**config.mk**
```make
export PLATFORM = sky130hd
export DESIGN_NAME = note_sequencer
export DESIGN_NICKNAME = d
export VERILOG_FILES = /design/src/rtl/note_sequencer.sv
export SDC_FILE = /design/constraint.sdc
export NUM_CORES = 1
export LEC_CHECK = 0
export ABC_CLOCK_PERIOD_IN_PS = 2200
export CELL_PAD_IN_SITES_DETAIL_PLACEMENT = 1
export CELL_PAD_IN_SITES_GLOBAL_PLACEMENT = 1
export CORE_ASPECT_RATIO = 1.5
export CORE_MARGIN = 1
export CORE_UTILIZATION = 44
export CTS_BUF_LIST = sky130_fd_sc_hd__clkbuf_8
export CTS_CLUSTER_DIAMETER = 60
export DETAILED_ROUTE_END_ITERATION = 16
export DONT_BUFFER_PORTS = 1
export PLACE_DENSITY = 0.78
export SETUP_SLACK_MARGIN = 0.4
export SLEW_MARGIN = 5
export SYNTH_ARGS = -nofsm -noshare
export SYNTH_HDL_FRONTEND = slang
export SYNTH_SLANG_ARGS = --single-unit
```
**constraint.sdc**
```tcl
create_clock -name clk -period 2.2 [get_ports clk]
set_clock_uncertainty 0.2 [all_clocks]
set_input_delay 0.66 -clock clk [delete_from_list [all_inputs] [get_ports clk]]
set_output_delay 0.66 -clock clk [all_outputs]
set_load 0.03 [all_outputs]
```
**src/rtl/note_sequencer.sv**
```systemverilog
// Song ROM walker: fetches (note, duration) entries, times each note with a
// tempo-scaled unit counter and drives the tone generator; handles pause, song switch and speed.
module note_sequencer #(
    parameter int unsigned ADDR_W     = 8,
    parameter int unsigned NOTE_W     = 5,
    parameter int unsigned DUR_W      = 3,
    parameter int unsigned BASE_TICKS = 6250000,
    parameter int unsigned SONG1_BASE = 0,
    parameter int unsigned SONG2_BASE = 128,
    parameter int unsigned SONG_SPAN  = 128,
    parameter bit          LOOP       = 1'b0
) (
    input  logic                    clk,
    input  logic                    rst_n,
    input  logic                    song_en,
    input  logic                    play_en,
    input  logic                    ctl,
    input  logic                    speed_up,
    input  logic                    speed_dn,
    output logic [ADDR_W-1:0]       rom_addr,
    input  logic [NOTE_W+DUR_W-1:0] rom_data,
    output logic [NOTE_W-1:0]       note,
    output logic                    note_vld,
    output logic                    paused,
    output logic                    song_done,
    output logic [1:0]              speed_lvl
);

    localparam int unsigned CNT_W = (BASE_TICKS > 1) ? $clog2(BASE_TICKS) : 1;

    typedef enum logic [2:0] {
        S_IDLE,
        S_FETCH,
        S_LOAD,
        S_PLAY,
        S_DONE
    } state_t;

    state_t              state_q, state_d;
    logic [ADDR_W-1:0]   idx_q, idx_d;
    logic [DUR_W-1:0]    rem_q, rem_d;
    logic [CNT_W-1:0]    cnt_q, cnt_d;
    logic [NOTE_W-1:0]   note_q, note_d;
    logic                vld_q, vld_d;
    logic                paused_q, paused_d;
    logic                done_q, done_d;
    logic [1:0]          speed_q, speed_d;
    logic [ADDR_W-1:0]   rom_addr_q, rom_addr_d;
    logic                song_en_q;

    logic [NOTE_W-1:0]   rom_note_c;
    logic [DUR_W-1:0]    rom_dur_c;
    logic [CNT_W-1:0]    reload_c;
    logic [ADDR_W-1:0]   base_c;

    assign rom_note_c = rom_data[NOTE_W+DUR_W-1:DUR_W];
    assign rom_dur_c  = rom_data[DUR_W-1:0];
    assign reload_c   = CNT_W'((BASE_TICKS >> speed_q) - 1);
    assign base_c     = song_en ? ADDR_W'(SONG1_BASE) : ADDR_W'(SONG2_BASE);

    // Speed level: saturating, simultaneous pulses cancel.
    always_comb begin
        speed_d = speed_q;
        if (speed_up && !speed_dn && speed_q != 2'd3) begin
            speed_d = speed_q + 2'd1;
        end else if (speed_dn && !speed_up && speed_q != 2'd0) begin
            speed_d = speed_q - 2'd1;
        end
    end

    always_comb begin
        state_d  = state_q;
        idx_d    = idx_q;
        rem_d    = rem_q;
        cnt_d    = cnt_q;
        note_d   = note_q;
        vld_d    = vld_q;
        paused_d = paused_q;
        done_d   = 1'b0;

        if (!play_en) begin
            state_d  = S_IDLE;
            idx_d    = '0;
            rem_d    = '0;
            cnt_d    = '0;
            vld_d    = 1'b0;
            paused_d = 1'b0;
        end else if (song_en != song_en_q && state_q != S_IDLE) begin
            state_d  = S_FETCH;
            idx_d    = '0;
            rem_d    = '0;
            cnt_d    = '0;
            paused_d = 1'b0;
        end else begin
            case (state_q)
                S_IDLE: begin
                    vld_d    = 1'b0;
                    idx_d    = '0;
                    paused_d = 1'b0;
                    state_d  = S_FETCH;
                end
                S_FETCH: state_d = S_LOAD;
                S_LOAD: begin
                    // A zero duration or running off the song span ends the song.
                    if (rom_dur_c == '0 || idx_q == ADDR_W'(SONG_SPAN)) begin
                        state_d = S_DONE;
                        done_d  = 1'b1;
                        vld_d   = 1'b0;
                    end else begin
                        note_d  = rom_note_c;
                        rem_d   = rom_dur_c;
                        cnt_d   = reload_c;
                        vld_d   = 1'b1;
                        state_d = S_PLAY;
                    end
                end
                S_PLAY: begin
                    if (ctl) begin
                        vld_d    = 1'b1;
                        paused_d = 1'b0;
                        if (cnt_q != '0) begin
                            cnt_d = cnt_q - CNT_W'(1);
                        end else if (rem_q > DUR_W'(1)) begin
                            rem_d = rem_q - DUR_W'(1);
                            cnt_d = reload_c;
                        end else begin
                            idx_d   = idx_q + ADDR_W'(1);
                            state_d = S_FETCH;
                        end
                    end else begin
                        vld_d    = 1'b0;
                        paused_d = 1'b1;
                    end
                end
                S_DONE: begin
                    vld_d = 1'b0;
                    if (LOOP) begin
                        idx_d   = '0;
                        state_d = S_FETCH;
                    end
                end
                default: state_d = S_IDLE;
            endcase
        end

        rom_addr_d = base_c + idx_d;
    end

    always_ff @(posedge clk) begin
        if (!rst_n) begin
            state_q    <= S_IDLE;
            idx_q      <= '0;
            rem_q      <= '0;
            cnt_q      <= '0;
            note_q     <= '0;
            vld_q      <= 1'b0;
            paused_q   <= 1'b0;
            done_q     <= 1'b0;
            speed_q    <= 2'd0;
            rom_addr_q <= ADDR_W'(SONG1_BASE);
            song_en_q  <= 1'b1;
        end else begin
            state_q    <= state_d;
            idx_q      <= idx_d;
            rem_q      <= rem_d;
            cnt_q      <= cnt_d;
            note_q     <= note_d;
            vld_q      <= vld_d;
            paused_q   <= paused_d;
            done_q     <= done_d;
            speed_q    <= speed_d;
            rom_addr_q <= rom_addr_d;
            song_en_q  <= song_en;
        end
    end

    assign rom_addr  = rom_addr_q;
    assign note      = note_q;
    assign note_vld  = vld_q;
    assign paused    = paused_q;
    assign song_done = done_q;
    assign speed_lvl = speed_q;

endmodule

```
==> out/results.txt, run 1 <==
pre-CTS setup slack - -277.9 ps
dpl cells - 509
I/O pin count - 33
total CTS buffers - 5
sequential-to-total area share from yosys stat - 0.3297
Syn Inst Count - 371
maximum root-to-sink buffer count - 2
ys async rst share - 0
instance area at placement - 0.003777 sq mm
Syn Nets - 393
die width - 69.14 um
Max H-tree Level - 2
top post-synthesis cells by area - dfxtp_1, a21oi_1, o21ai_0
routability cong. - 0.9481
hpwl dp - 8263 um
CTS root buf - clkbuf_8
# rows - 36
clock sink total - 49
Worst EP Category - register input
Seq cells post-synth - 49
EDFF count, synth - 0
pin count of the biggest net entering global routing - 17
error message - [ERROR DPL-0033] detailed placement checks failed during check placement.
post-GRT worst EP - rom_addr[7]$_SDFF_PN0_/D
area share of the largest cell type after synthesis - 0.3297
Mapped Area - 0.002975 sq mm
Yosys top cell by area - dfxtp_1
Ys Warns - 0
Stopped at - global routing
initial antenna violation count - 0
Initial Utilization - 0.4556
syn avg cell area - 8.020 sq um
Synth cell types - 58
Most used DFF post-synth - dfxtp_1
outcome - aborted with a tool error
Port Buf Inserts - 0
Die Ht - 102.7 um
## cell families after synthesis
kind of cell	Yosys count	share of synthesized area
AOI/OAI and AO/OA	98	0.2145
adders and majority gates	7	0.02944
xor gates and xnor gates	7	0.02061
and+or+nand+nor	161	0.2977
DFF	49	0.3297
buffers and inverters	36	0.06266
muxes	13	0.04542
## synthesized netlist by cell type, types with 3 or more instances
library cell and n:
nor2b_1 11, xnor2_1 5, nand4_1 9, nor3_1 21
a31oi_1 7, inv_1 8, a32o_1 5, nand3_1 11
or3_1 8, mux2_1 4, a211o_1 3, clkbuf_1 16
o21ai_0 24, or2_2 4, a21o_1 4, a211oi_1 4
nor4_1 9, o31ai_1 5, mux2i_1 9, o211ai_1 4
nor3b_1 3, ha_1 7, nor2_1 32, nand2b_1 7
a21oi_1 24, and3_1 3, nand2_1 26, buf_4 7
buf_6 3, dfxtp_1 49, or4_1 3
## metrics by stage
step	setup TNS (ps)	util
2_1_floorplan	-762.3	-
3_3_place_gp	-2280	0.5784
3_5_place_dp	-4212	0.5784
4_1_cts	-4532	0.6529
## timing repair
action,CTS
pin swaps,29
setup endpoints to repair,46
endpoints found under the hold margin,0
buffers inserted,18
hold buffers,0
resized for setup,56
cloned,1
==> inputs of run 2 (changes only) <==
==> config.mk (replaced) <==
export PLATFORM = sky130hd
export DESIGN_NAME = note_sequencer
export DESIGN_NICKNAME = d
export VERILOG_FILES = /design/src/rtl/note_sequencer.sv
export SDC_FILE = /design/constraint.sdc
export NUM_CORES = 1
export LEC_CHECK = 0
export ABC_CLOCK_PERIOD_IN_PS = 2900
export CORE_MARGIN = 1
export CORE_UTILIZATION = 40
export DETAILED_ROUTE_END_ITERATION = 16
export DONT_BUFFER_PORTS = 1
export PLACE_DENSITY_LB_ADDON = 0.15
export SLEW_MARGIN = 5
export SYNTH_ARGS = -nofsm -noshare
export SYNTH_HDL_FRONTEND = slang
export SYNTH_SLANG_ARGS = --single-unit
==> constraint.sdc (replaced) <==
create_clock -name clk -period 2.9 [get_ports clk]
set_clock_uncertainty 0.2 [all_clocks]
set_input_delay 0.87 -clock clk [delete_from_list [all_inputs] [get_ports clk]]
set_output_delay 0.87 -clock clk [all_outputs]
set_load 0.03 [all_outputs]
==> run 2 against run 1 <==
The flow now finishes without violations. Synthesized area unchanged. Synthesized cell count unchanged.
==> out/results.txt, run 2 <==
outcome - finished, final reports clean
Hold WC Path Type - reg -> reg
P_leak - 1.226 nW
CTS root buf - clkbuf_8
initial antenna violation count - 0
Yosys top cell by area - dfxtp_1
dpl cells - 471
Crit Reg-Reg Startpoint - cnt_q[0]
most frequent cell after synthesis - dfxtp_1
setup tns final - 0 ps
clock sink total - 49
RSZ-0062 raised after global routing - yes
crit end category - flop
pin count of the biggest net entering global routing - 18
Core Footprint - 0.007214 sq mm
hold_ws - 285.4 ps
Crit Path Category - reg -> reg
Die Ht - 88.25 um
HP Start - cnt_q[22]
final worst slack - 210.4 ps
vias per cell - 5.923
Hold Vio Cnt, Final - 0
Critical Path Start - cnt_q[0]
fin cells - 479
Most used DFF post-synth - dfxtp_1
top post-synthesis cells by area - dfxtp_1, a21oi_1, o21ai_0
wire per inst - 16.42 um
Sequential cell area - 980.9 sq um
Pwr Density - 429.2 mW/mm^2
critical-path maximum fanout - 9
pre-CTS setup slack - 190.5 ps
Synth cell types - 58
most frequent cells in the layout - dfxtp_1, nor2_1, buf_4
hpwl dp - 5850 um
Die ar. - 0.007787 sq mm
critical path arrival - 2740 ps
worst skew pair latency - 300 ps
Worst-path clk slew - 100 ps
critical path launch point type - flop
Post-CTS Setup Inserts - 0
Syn Inst Count - 371
final instance area - 0.003289 sq mm
sequential-to-total area share from yosys stat - 0.3297
vias in the first global route - 2,606
Ys Warns - 0
antenna-violating nets left - 0
total grt overflow - 0
via count - 2,837
instance area at placement - 0.003161 sq mm
routability cong. - 0.8868
I/O pin count - 33
fin. max-slew vios - 0
FILL cells - 750
CTS resizes - 0
Power, Total - 1.412 mW
first-pass detailed-route iteration total - 5
total track usage - 0.2166
Worst EP required - 2950 ps
first-pass GRT wire length - 13,030 um
ys async rst share - 0
Initial Utilization - 0.4124
Max H-tree Level - 2
maximum root-to-sink buffer count - 2
max_cap viols - 0
achievable frequency - 371.8 MHz
die width - 88.25 um
largest reg by FF count - cnt_q
Seq cells post-synth - 49
final number of setup-violating endpoints - 0
crit path time final - 2690 ps
n_diodes - 0
area of the multi-input gates - 0.001817 sq mm
final net count - 401
# rows - 31
Port Buf Inserts - 0
maximum vdd drop - 0.1952 mV
max reg flops - 23
final worst-path cycle share - 0.9275
share of layout cells above drive strength 1 - 0.1342
commonest non-fill, non-tap cell in the layout - dfxtp_1
Mapped Area - 0.002975 sq mm
Post-CTS Hold Buffers - 0
Least-Margin Pin Slew - 702.7 ps
area share of the largest cell type after synthesis - 0.3297
number of remaining DRC errors - 0
EDFF count, synth - 0
drt total wl - 7865 um
syn avg cell area - 8.020 sq um
Final Util - 0.4559
synth cell count leaders - dfxtp_1, nor2_1, nand2_1, a21oi_1, o21ai_0
CTS tree - done
DRT iter0 DRCs - 201
Max-Slew Margin vs Limit - 0.5309
synth-to-layout area growth - 10.55%
total CTS buffers - 5
Syn Nets - 393
==> run 2: cell counts after synthesis <==
Identical to the previous run, type by type.
==> run 2: where the power goes <==
part / switching, mW / leakage, nW / internal, mW
Sequential: 0.0190 / 0.396 / 0.681
Clock: 0.242 / 0.0574 / 0.281
Combinational: 0.115 / 0.773 / 0.0737
Total: 0.376 / 1.23 / 1.04
==> run 2: per-layer routing <==
layer | part of all wire | track usage | wire length (um) | vias to the layer above
li1 | - | - | - | 1379
met1 | 0.48 | 0.2968 | 3800 | 1333
met2 | 0.44 | 0.3406 | 3423 | 106
met3 | 0.056 | 0.03638 | 440 | 19
met4 | 0.026 | 0.08358 | 201 | 0
met5 | 0 | 0 | 0 | -
==> run 2: path summary, 6_finish.rpt <==
path	endpoint	slack (ps)	cells after the start
worst max-delay path	idx_q[4]	210	8
worst min register to register	cnt_q[22]	290	2
worst min-delay path	cnt_q[22]	290	2
worst max register to register	idx_q[4]	210	8
==> run 2: final cells by class <==
cell class / count / share of cell area
inverters: 8 / 0.009129
well taps: 99 / 0.03766
multi-input cells: 286 / 0.5523
clock buffers: 6 / 0.02510
repair buffers: 29 / 0.06619
clock inverters: 2 / 0.01141
flip-flops and latches: 49 / 0.2982
==> run 2: critical path, stage by stage (launching register included) <==
cell and delay (ps):
dfxtp_1 370, inv_1 100, ha_1 170, or3b_2 470, nor4_4 360, and4b_2 430
nand4_1 130, mux2_1 320, nor2_1 80
==> run 2: kinds of logic after synthesis <==
logic type      count (synthesis)  share of synthesized area
flops                          49                     0.3297
buf+inv                        36                    0.06266
fa+ha+maj                       7                    0.02944
simple gates                  161                     0.2977
mux                            13                    0.04542
compound gates                 98                     0.2145
xor+xnor                        7                    0.02061
Note: power is estimated with default switching activity, not from simulation.
==> inputs of run 3 (changes only) <==
--- a/config.mk
+++ b/config.mk
@@ -6,10 +6,13 @@
 export NUM_CORES = 1
 export LEC_CHECK = 0
 export ABC_CLOCK_PERIOD_IN_PS = 2900
+export CAP_MARGIN = 10
 export CORE_MARGIN = 1
 export CORE_UTILIZATION = 40
 export DETAILED_ROUTE_END_ITERATION = 16
 export DONT_BUFFER_PORTS = 1
+export GPL_ROUTABILITY_DRIVEN = 0
+export HOLD_SLACK_MARGIN = 0.15
 export PLACE_DENSITY_LB_ADDON = 0.15
 export SLEW_MARGIN = 5
 export SYNTH_ARGS = -nofsm -noshare
==> run 3 against run 2 <==
Via count is 1.3% lower. Largest cell class unchanged. Routed wire length hardly changed. Critical path depth is 1 higher. Worst setup slack better by 6.3 ps. Non-clock buffer count is 1 lower. Die area stayed put.
==> out/results.txt, run 3 (same netlist as run 2, synthesis figures left out) <==
critical path launch point type - flop
Detail Route met2 WL - 3607 um
I/O pin count - 33
vias per cell - 5.856
area of the multi-input gates - 0.001809 sq mm
Hold Vio Cnt, Final - 0
first-pass GRT wire length - 12,950 um
FILL cells - 758
most frequent cells in the layout - dfxtp_1, nor2_1, buf_4
metal3 WL - 435 um
critical-path cell list - inv_1 > ha_1 > or3b_2 > nor4_4 > a21oi_2 > buf_4 > nor2_1 > o21ai_0 > a32o_1
critical path arrival - 2690 ps
met1 wire length - 3721 um
crit end category - flop
CTS root buf - clkbuf_8
uppermost layer routed - met4
Pwr Density - 427.6 mW/mm^2
total track usage - 0.2153
drt total wl - 7858 um
Crit Path Category - reg -> reg
n_diodes - 0
Port Buf Inserts - 0
critical-path maximum fanout - 11
setup tns final - 0 ps
RSZ-0062 raised after global routing - no
die width - 88.25 um
number of remaining DRC errors - 0
maximum vdd drop - 0.2220 mV
clock sink total - 49
worst skew pair latency - 300 ps
Sequential cell area - 980.9 sq um
Worst-path clk slew - 90 ps
Initial Utilization - 0.4124
final worst-path cycle share - 0.9253
antenna-violating nets left - 0
synth-to-layout area growth - 9.924%
Worst EP required - 2900 ps
CTS tree - done
Core Footprint - 0.007214 sq mm
CP max stage delay - 470 ps
DRT iter0 DRCs - 249
Max-Slew Margin vs Limit - 0.5070
hpwl dp - 5756 um
P_leak - 1.221 nW
achievable frequency - 372.7 MHz
slowest CP cell - or3b_2
share of layout cells above drive strength 1 - 0.1293
maximum root-to-sink buffer count - 2
max_cap viols - 0
max reg flops - 23
via count - 2,799
pre-CTS setup slack - 174.7 ps
outcome - finished, final reports clean
commonest non-fill, non-tap cell in the layout - dfxtp_1
Die Ht - 88.25 um
final worst slack - 216.7 ps
crit path time final - 2683 ps
Max H-tree Level - 2
initial antenna violation count - 0
pin count of the biggest net entering global routing - 18
Die ar. - 0.007787 sq mm
Least-Margin Pin Slew - 738.5 ps
first-pass detailed-route iteration total - 5
wire per inst - 16.44 um
total CTS buffers - 5
fin. max-slew vios - 0
final net count - 400
largest reg by FF count - cnt_q
total grt overflow - 0
Hold WC Path Type - reg -> reg
Post-CTS Hold Buffers - 0
vias in the first global route - 2,627
final number of setup-violating endpoints - 0
final instance area - 0.003271 sq mm
instance area at placement - 0.003138 sq mm
# rows - 31
## run 3: cell types whose count changed in the layout (fill, tap and decap cells not counted)
cell and change:
a21oi_4 -1, buf_4 -1, a21oi_2 +1, clkinvlp_4 -1, clkbuf_1 +1
## run 3: power breakdown
part           internal (mW)  total [mW]  leakage, nW  switching, mW
clock network          0.282       0.515       0.0585          0.234
registers              0.681       0.700        0.396         0.0191
logic                 0.0703       0.183        0.767          0.113
total                   1.03        1.40         1.22          0.366
## run 3: per-layer routing
layer	track usage	vias up
li1	-	1382
met1	0.2907	1307
met2	0.3517	99
met3	0.04198	11
met4	0.05718	0
met5	0	-
## run 3: area by class of cell
cell class,instances,area share
clock buffers,7,0.02640
clock inverters,1,0.009181
inverters,8,0.009181
multi-input cells,286,0.5532
flip-flops and latches,49,0.2999
well taps,99,0.03787
repair buffers,28,0.06427
## run 3: final timing paths
check | slack [ps] | startpoint | to | cells after the start
min reg2reg | 280 | cnt_q[22] | cnt_q[22] | 2
max reg2reg | 220 | cnt_q[0] | cnt_q[11] | 9
max | 220 | cnt_q[0] | cnt_q[11] | 9
min | 280 | cnt_q[22] | cnt_q[22] | 2
## run 3: metrics by stage
step	util	hold slack, ps	power [mW]	cells
2_1_floorplan	-	246.7	0.8466	371
3_3_place_gp	0.4350	267.1	0.8949	468
3_5_place_dp	0.4350	274.4	0.8946	468
4_1_cts	0.4511	289.6	1.410	476
5_1_grt	0.4533	305.9	1.454	478
6_report	0.4533	284.9	1.399	478
## run 3: what timing repair did
item                                    4_1_cts  5_1_grt
endpoints found under the setup margin        0        2
buffers inserted                              0        2
gates resized for setup                       0        1
## run 3: worst max-delay path, delay by kind of cell, from the launching register on
kind | cells | cell delay [ps]
buffers and inverters | 2 | 340
AO/OA/AOI/OAI | 3 | 590
AND/OR/NAND/NOR | 3 | 910
adder cells (fa/ha/maj) | 1 | 180
flip-flops | 1 | 360
==> inputs of run 4 (changes only) <==
--- a/config.mk
+++ b/config.mk
@@ -8,7 +8,8 @@
 export ABC_CLOCK_PERIOD_IN_PS = 2900
 export CAP_MARGIN = 10
 export CORE_MARGIN = 1
-export CORE_UTILIZATION = 40
+export CORE_UTILIZATION = 50
+export CTS_CLUSTER_DIAMETER = 50
 export DETAILED_ROUTE_END_ITERATION = 16
 export DONT_BUFFER_PORTS = 1
 export GPL_ROUTABILITY_DRIVEN = 0
==> run 4 against run 3 <==
Cell count shrank 5.2%. Critical path depth is 1 lower. Largest power group unchanged. Combinational power increased by 6%. Worst setup slack got worse by 38 ps. Hold slack gained 2.5 ps. Power decreased by 4.6%. Count of clock-buffer cells in the layout fell by 1.
==> out/results.txt, run 4 (same netlist as run 2, synthesis figures left out) <==
crit path time final - 2721 ps
Max H-tree Level - 2
outcome - finished, final reports clean
total CTS buffers - 5
CP endpoint - idx_q[5]
CP Buf/Inv Count - 1
n_diodes - 0
crit end category - flop
Critical Path Start - cnt_q[1]
via count - 2,798
worst skew pair latency - 310 ps
Initial Utilization - 0.5306
final worst-path cycle share - 0.9382
synth-to-layout area growth - 8.957%
initial antenna violation count - 0
critical-path maximum fanout - 9
total track usage - 0.2488
cell count along the critical path - 8
first-pass GRT wire length - 12,190 um
Max-Slew Margin vs Limit - 0.5825
Crit Path Category - reg -> reg
vias per cell - 6.177
fin. max-slew vios - 0
die width - 79.14 um
pre-CTS setup slack - 184.2 ps
P_leak - 1.219 nW
Register-to-Register Path Depth - 8
Worst-path clk slew - 100 ps
max_cap viols - 0
Core Footprint - 0.005608 sq mm
critical path arrival - 2770 ps
# rows - 27
Pwr Density - 411.4 mW/mm^2
final worst slack - 179.2 ps
Die ar. - 0.006263 sq mm
maximum root-to-sink buffer count - 2
final number of setup-violating endpoints - 0
first-pass detailed-route iteration total - 5
maximum vdd drop - 0.2252 mV
critical-path cell list - inv_1 > ha_1 > or3b_2 > nor4_4 > and4b_2 > nand4_1 > mux2_1 > nor2_1
DRT iter0 DRCs - 247
RSZ-0062 raised after global routing - yes
Crit Reg-Reg Startpoint - cnt_q[1]
CP max stage delay - 490 ps
Power, Total - 1.334 mW
pin count of the biggest net entering global routing - 19
Hold WC Path Type - reg -> reg
Worst R2R End - idx_q[5]
drt total wl - 7352 um
I/O pin count - 33
Die Ht - 79.14 um
Worst EP required - 2950 ps
Least-Margin Pin Slew - 625.3 ps
Port Buf Inserts - 0
number of remaining DRC errors - 0
largest reg by FF count - cnt_q
antenna-violating nets left - 0
CTS root buf - clkbuf_8
Post-CTS Hold Buffers - 0
setup tns final - 0 ps
commonest non-fill, non-tap cell in the layout - dfxtp_1
delay-heaviest family, CP - simple AND/OR/NAND/NOR gates
max reg flops - 23
hold_ws - 287.4 ps
CTS tree - done
total grt overflow - 0
reg2reg setup slack - 180 ps
vias in the first global route - 2,512
final net count - 402
wire per inst - 16.23 um
clock sink total - 49
achievable frequency - 367.5 MHz
slowest CP cell - or3b_2
most frequent cells in the layout - dfxtp_1, nor2_1, buf_4
hpwl dp - 5408 um
Hold Vio Cnt, Final - 0
critical path launch point type - flop
share of layout cells above drive strength 1 - 0.1365
-- run 4: cell count changes in the layout (fill, tap and decap cells not counted), sizes merged --
cell,before,now
clkbuf,7,6
buf,28,30
inv,8,9
clkinvlp,0,1
bufinv,1,0
-- run 4: area by class of cell --
cell class                 count  area, sq um
clock inverter                 2        16.27
fill                         535         2366
clock buffer                   6        82.58
tap                           72        90.09
inverter                       8        30.03
sequential                    49        980.9
timing repair buffer          30        225.2
multi-input combinational    286         1817
-- run 4: report_power, final --
part | switching, mW | internal [mW] | leakage, nW | total, mW
registers | 0.0160 | 0.681 | 0.396 | 0.697
clock network | 0.245 | 0.197 | 0.0478 | 0.442
logic | 0.117 | 0.0774 | 0.776 | 0.194
-- run 4: timing repair --
item / 4_1_cts / 5_1_grt
gates resized for setup: 0 / 2
endpoints found under the setup margin: 0 / 1
buffers inserted: 0 / 2
-- run 4: metrics by stage --
step | area (sq um) | instances | utilization
finish | 3242 | 453 | 0.5781
global route | 3242 | 453 | 0.5781
CTS | 3218 | 451 | 0.5739
detailed placement | 3119 | 443 | 0.5562
global placement | 3119 | 443 | 0.5562
floorplan | 2975 | 371 | -
-- run 4: worst min-delay path by stage --
stage / end / cells past startpoint / slack, ps / from
6_report: cnt_q[18] / 1 / 290 / cnt_q[18]
5_1_grt: cnt_q[18] / 1 / 310 / cnt_q[18]
4_1_cts: cnt_q[22] / 2 / 280 / cnt_q[22]
3_5_place_dp: cnt_q[22] / 2 / 270 / cnt_q[22]
3_3_place_gp: cnt_q[22] / 2 / 270 / cnt_q[22]
2_1_floorplan: cnt_q[18] / 1 / 250 / cnt_q[18]
-- run 4: layer usage --
metal / global-route usage / vias to the layer above / wire, um
met5: 0 / - / 0
met4: 0.08182 / 0 / 119
met3: 0.04713 / 10 / 489
met2: 0.3784 / 117 / 3215
met1: 0.3502 / 1287 / 3528
li1: - / 1384 / -
